### src/rtl/ghostbus_arbiter_pkg.sv
// Shared definitions for the ghostbus two-requester arbiter:
// FSM state encodings and the WAIT counter width.
package ghostbus_arbiter_pkg;

    localparam int RD_CW = 4;

    typedef enum logic [1:0] {
        IDLE  = 2'd0,
        ISSUE = 2'd1,
        WAIT  = 2'd2,
        ACK   = 2'd3
    } state_t;

endpackage

### src/rtl/ghostbus_arbiter_rr_pick2.sv
// Combinational two-way round-robin picker: a lone request wins outright,
// a tie goes to the requester that did not win last time.
module rr_pick2 (
    input  logic [1:0] req,
    input  logic       last,
    output logic [1:0] gnt,
    output logic       valid
);

    always_comb begin
        valid = |req;
        gnt   = req;
        if (&req) begin
            gnt = last ? 2'b01 : 2'b10;
        end
    end

endmodule

### src/rtl/ghostbus_arbiter.sv
// Arbitrates two req/ack requesters onto one ghostbus host port, issuing
// single-beat writes and fixed-latency reads with registered outputs.
module ghostbus_arbiter
    import ghostbus_arbiter_pkg::*;
#(
    parameter int GB_AW = 24,
    parameter int GB_DW = 32,
    parameter int RD    = 2
) (
    input  logic                 clk,
    input  logic                 rst,
    input  logic [1:0]           m_req,
    input  logic [1:0]           m_we,
    input  logic [2*GB_AW-1:0]   m_addr,
    input  logic [2*GB_DW-1:0]   m_wdata,
    output logic [1:0]           m_ack,
    output logic [GB_DW-1:0]     m_rdata,
    output logic [1:0]           m_grant,
    output logic [GB_AW-1:0]     gb_addr,
    output logic [GB_DW-1:0]     gb_wdata,
    output logic                 gb_wen,
    output logic                 gb_rstb,
    input  logic [GB_DW-1:0]     gb_rdata
);

    state_t             state_reg, state_next;
    logic [RD_CW-1:0]   cnt_reg, cnt_next;
    logic               we_reg, we_next;
    logic               last_reg, last_next;

    logic [1:0]         ack_next;
    logic [GB_DW-1:0]   rdata_next;
    logic [1:0]         grant_next;
    logic [GB_AW-1:0]   addr_next;
    logic [GB_DW-1:0]   wdata_next;
    logic               wen_next, rstb_next;

    logic [1:0]         pick_gnt;
    logic               pick_valid;
    logic               win;

    logic [GB_AW-1:0]   req_addr  [2];
    logic [GB_DW-1:0]   req_wdata [2];

    genvar gi;
    generate
        for (gi = 0; gi < 2; gi++) begin : g_unpack
            assign req_addr[gi]  = m_addr[gi*GB_AW +: GB_AW];
            assign req_wdata[gi] = m_wdata[gi*GB_DW +: GB_DW];
        end
    endgenerate

    rr_pick2 u_pick (
        .req   (m_req),
        .last  (last_reg),
        .gnt   (pick_gnt),
        .valid (pick_valid)
    );

    assign win = pick_gnt[1];

    always_comb begin
        state_next = state_reg;
        cnt_next   = cnt_reg;
        we_next    = we_reg;
        last_next  = last_reg;
        ack_next   = 2'b00;
        rdata_next = m_rdata;
        grant_next = m_grant;
        addr_next  = gb_addr;
        wdata_next = gb_wdata;
        wen_next   = 1'b0;
        rstb_next  = 1'b0;

        case (state_reg)
            IDLE: begin
                if (pick_valid) begin
                    addr_next  = req_addr[win];
                    wdata_next = req_wdata[win];
                    we_next    = m_we[win];
                    grant_next = pick_gnt;
                    last_next  = win;
                    // Strobes are registered, so they are set up here to be
                    // visible during the ISSUE cycle.
                    wen_next   = m_we[win];
                    rstb_next  = ~m_we[win];
                    state_next = ISSUE;
                end
            end
            ISSUE: begin
                if (we_reg) begin
                    ack_next   = m_grant;
                    state_next = ACK;
                end else if (RD == 0) begin
                    rdata_next = gb_rdata;
                    ack_next   = m_grant;
                    state_next = ACK;
                end else begin
                    cnt_next   = RD_CW'(RD);
                    state_next = WAIT;
                end
            end
            WAIT: begin
                cnt_next = cnt_reg - RD_CW'(1);
                if (cnt_reg == RD_CW'(1)) begin
                    rdata_next = gb_rdata;
                    ack_next   = m_grant;
                    state_next = ACK;
                end
            end
            ACK: begin
                grant_next = 2'b00;
                state_next = IDLE;
            end
            default: state_next = IDLE;
        endcase
    end

    always_ff @(posedge clk) begin
        if (rst) begin
            state_reg <= IDLE;
            cnt_reg   <= '0;
            we_reg    <= 1'b0;
            last_reg  <= 1'b1;
            m_ack     <= 2'b00;
            m_rdata   <= '0;
            m_grant   <= 2'b00;
            gb_addr   <= '0;
            gb_wdata  <= '0;
            gb_wen    <= 1'b0;
            gb_rstb   <= 1'b0;
        end else begin
            state_reg <= state_next;
            cnt_reg   <= cnt_next;
            we_reg    <= we_next;
            last_reg  <= last_next;
            m_ack     <= ack_next;
            m_rdata   <= rdata_next;
            m_grant   <= grant_next;
            gb_addr   <= addr_next;
            gb_wdata  <= wdata_next;
            gb_wen    <= wen_next;
            gb_rstb   <= rstb_next;
        end
    end

endmodule
### config.mk
export PLATFORM = sky130hd
export DESIGN_NAME = ghostbus_arbiter
export DESIGN_NICKNAME = d
export VERILOG_FILES = /design/src/rtl/ghostbus_arbiter_pkg.sv /design/src/rtl/ghostbus_arbiter_rr_pick2.sv /design/src/rtl/ghostbus_arbiter.sv
export SDC_FILE = /design/constraint.sdc
export NUM_CORES = 1
export LEC_CHECK = 0
export BUFFER_PORTS_ARGS = -buffer_cell sky130_fd_sc_hd__buf_2
export CAP_MARGIN = 25
export CORE_MARGIN = 3
export CORE_UTILIZATION = 45
export CTS_BUF_LIST = sky130_fd_sc_hd__clkbuf_2
export CTS_CLUSTER_SIZE = 8
export DETAILED_ROUTE_END_ITERATION = 8
export HOLD_SLACK_MARGIN = 0.06
export PLACE_DENSITY = 0.78
export SETUP_SLACK_MARGIN = 0.15
export SYNTH_ARGS = -nofsm -noshare
export SYNTH_HDL_FRONTEND = slang
export SYNTH_HIERARCHICAL = 1
export SYNTH_SLANG_ARGS = --single-unit
### constraint.sdc
create_clock -name clk -period 2.1 [get_ports clk]
set_input_delay 0.315 -clock clk [delete_from_list [all_inputs] [get_ports clk]]
set_output_delay 0.315 -clock clk [all_outputs]
set_load 0.05 [all_outputs]
==> metrics.md <==
| Metric | Value |
|---|---|
| Status | finished, final reports clean |
| Clock Path Buffers | 2 |
| Asr flop ratio synth | 0% |
| I/O Buffers | 243 |
| Vias | 4,792 |
| Yosys top cell by area | dfxtp_1 |
| Fill cell count | 571 |
| DP HPWL | 9060 um |
| Syn Area/Cell | 9.12 um2 |
| Most frequent cells in the layout | buf_2 (242), dfxtp_1 (102), dlygate4sd3_1 (100) |
| FF-to-FF End | gb_addr[7] |
| Largest net degree at the start of global routing | 82 |
| Max Cap Viol | 0 |
| Tcrit/Tclk final | 84.1% |
| Main flop type after synthesis | dfxtp_1 |
| Largest family of logic cells by synthesized area | compound AO/OA/AOI/OAI gates |
| P&R area growth vs syn | 57.9% |
| Hold path cells | 3 |
| Ys Warns | 6 |
| I/O Pins | 244 |
| Mux contribution to synthesized area | a little over an eighth |
| Slowest stage cell, crit path | dlygate4sd3_1 |
| Library cells used by synthesis | 33 |
| Final TNS setup | 0 ns |
| Vias per cell | about 5.2 |
| Post-route ant nets | 0 |
| Peak VDD IR | 780 uV |
| Setup crit end kind | flip-flop |
| Register bit total from synthesis | 102 |
| Layout cell share with drive strength beyond 1 | 34.7% |
| H-tree levels | 3 |
| Unrepaired setup endpoints after global routing | false |
| CP Max Fanout | 10 |
| TritonCTS clock tree | yes |
| Critical path startpoint category | flip-flop |
| Post-Layout Cell Count | 928 |
| DR iter-0 viols | approximately 170 |
| Die Height | 103 um |
| Chip width | 103 um |
| Leading cell type in the layout, fill and taps excluded | buf_2 |
| Post-layout util | 75.1% |
| Synth Area in Simple Gates | 14.8% |
| Cell Area, Synth | around 4300 um2 |
| FMAX | between 500 and 600 MHz |
| Tot GR Track Use | 27.6% |
| Slew @ Worst Pin | 0.419 ns |
| R2r worst-path depth | 4 |
| First-pass GRT wire length | 23,000 um |
| Power density over the cells | roughly 1100 nW/um2 |
| Biggest regs | gb_wdata: 32 flops, m_rdata: 32 flops, gb_addr: 24 flops |
| Initial antenna violation count | 1 |
| Clock slew at reported path FFs | roughly 0.29 ns |
| HP Class | primary input to flip-flop |
| Synth Instances | roughly 470 |
| Synth Area in Compound Gates | 16.5% |
| TritonRoute pass-1 iters | 5 |
| Reg2reg setup slack | 0.33 ns |
| Slowest cell delay on critical path | 0.56 ns |
| Synth top area cells | dfxtp_1 (48%), mux2i_1 (14%), a211oi_1 (10%), nand2_1 (6.2%), nor2_1 (5.4%) |
| Vias in the first global route | approximately 4,900 |
| Placed cell count | 809 |
| DR DRC count | 0 |
| Die area | 10,700 um2 |
| Yosys top cell area share | 47.8% |
| Clk sinks | 102 |
| EDFF count, synth | 0 |
| Worst path cell trace | a21boi_4 > mux2i_1 > dlygate4sd3_1 > a211oi_1 |
| Core ar. | about 9000 um2 |
| Synth Net Count | 625 |
| Static leakage | around 3.1 nW |
| Critical path class | flip-flop to flip-flop |
| Routability cong. | 0.802 |
| Hold wc startpoint | m_wdata[35] |
| Drt wl/cell | 16.8 um |
| Initial core utilization | 47.6% |
| Total Wirelength | 15,600 um |
| Required time worst endpoint | 2.56 ns |
| CTS Buf Count | 9 |
| Min Tclk post-route | between 1.5 and 2 ns |
| # rows | 34 |
| Critical Path AT | between 2 and 2.5 ns |
| Worst-Skew Late Latency | 0.54 ns |
| Slew HR | between 70% and 80% |
| Worst Skew | 0.0396 ns |
| # nets final | between 900 and 1,000 |
| Origin of the critical flop-to-flop path | last_reg |
| Worst Hold Path EP | gb_wdata[3] |
| Sequential share of the synthesized area | a little under half |
| Fin. Hold Viols | 0 |
| Max-slew violations | 0 |
| Grt total ovfl | 0 |
| Final setup viols | 0 |
| Total setup buffers inserted after CTS | 0 |
| Synth Area in Adders | under 10% |
| CTS root buffer | clkbuf_2 |
| Synth Area in XOR/XNOR | 0% |
cell usage after synthesis (2+ instances only):
master,n
nand3_1,2
nor3b_1,2
ha_1,7
nor2_1,62
a21oi_1,36
and2_1,5
a21boi_1,2
buf_2,19
o21ai_0,2
a211oi_1,57
a22oi_1,2
buf_6,5
inv_1,5
nand2_1,71
clkbuf_1,15
dfxtp_1,102
mux2i_1,58
what timing repair did:
item,CTS,global route
hold buffers,100,0
resized for setup,0,0
hold endpoints to repair,72,0
worst max-delay path: cells and delay by family (launching register included):
family | cells | cell delay, ns
AOI/OAI and AO/OA | 2 | 0.61
buffers and inverters | 1 | 0.56
DFF | 1 | 0.42
muxes | 1 | 0.12
metal layers:
layer,global-route usage (%),vias up,wire [um]
met4,16.8,0,740
met2,49.3,274,8080
li1,-,2282,-
met3,8.38,67,1390
met5,0,-,0
met1,28.0,2169,5350
through the flow:
step / instance area, um2 / total power [mW] / hold slack (ns) / worst slack [ns]
finish: 6740 / 7.53 / 0.116 / 0.334
global route: 6740 / 7.91 / 0.0746 / 0.209
CTS: 6740 / 7.45 / 0.0628 / 0.314
detailed placement: 5600 / 6.27 / 0.445 / 0.451
global placement: 5600 / 6.18 / 0.438 / 0.519
floorplan: 4270 / 5.38 / 0.451 / 0.591
power breakdown:
part	internal [mW]	leakage (nW)	total, mW	switching, mW
Clock	0.397	0.0819	1.03	0.631
Combinational	1.11	2.23	3.80	2.69
Sequential	2.40	0.838	2.70	0.299
final cells by class:
class	count	area [um2]	area share [%]
timing repair buffer	354	2360	35.1
sequential	102	2040	30.3
multi-input combinational	322	2020	29.9
tap	126	158	2.34
clock inverter	6	86.3	1.28
clock buffer	10	50.0	0.742
inverter	5	18.8	0.278
antenna	3	7.51	0.111
logic make-up after synthesis:
family	count (synthesis)
and+or+nand+nor	152
AOI/OAI and AO/OA	105
DFF	102
muxes	58
buffers and inverters	44
adders and majority gates	7
how the worst max path moves through the flow:
| stage | from | endpoint | slack [ns] | cells after the start |
|---|---|---|---|---|
| 6_report | last_reg | gb_addr[7] | 0.33 | 4 |
| 5_1_grt | state_reg[0] | gb_wdata[11] | 0.21 | 6 |
| 4_1_cts | last_reg | gb_addr[7] | 0.31 | 4 |
| 3_5_place_dp | state_reg[0] | gb_addr[12] | 0.45 | 6 |
| 3_3_place_gp | m_req[0] | gb_addr[14] | 0.52 | 5 |
| 2_1_floorplan | state_reg[0] | m_rdata[24] | 0.59 | 7 |
Note: power is estimated with default switching activity, not from simulation.
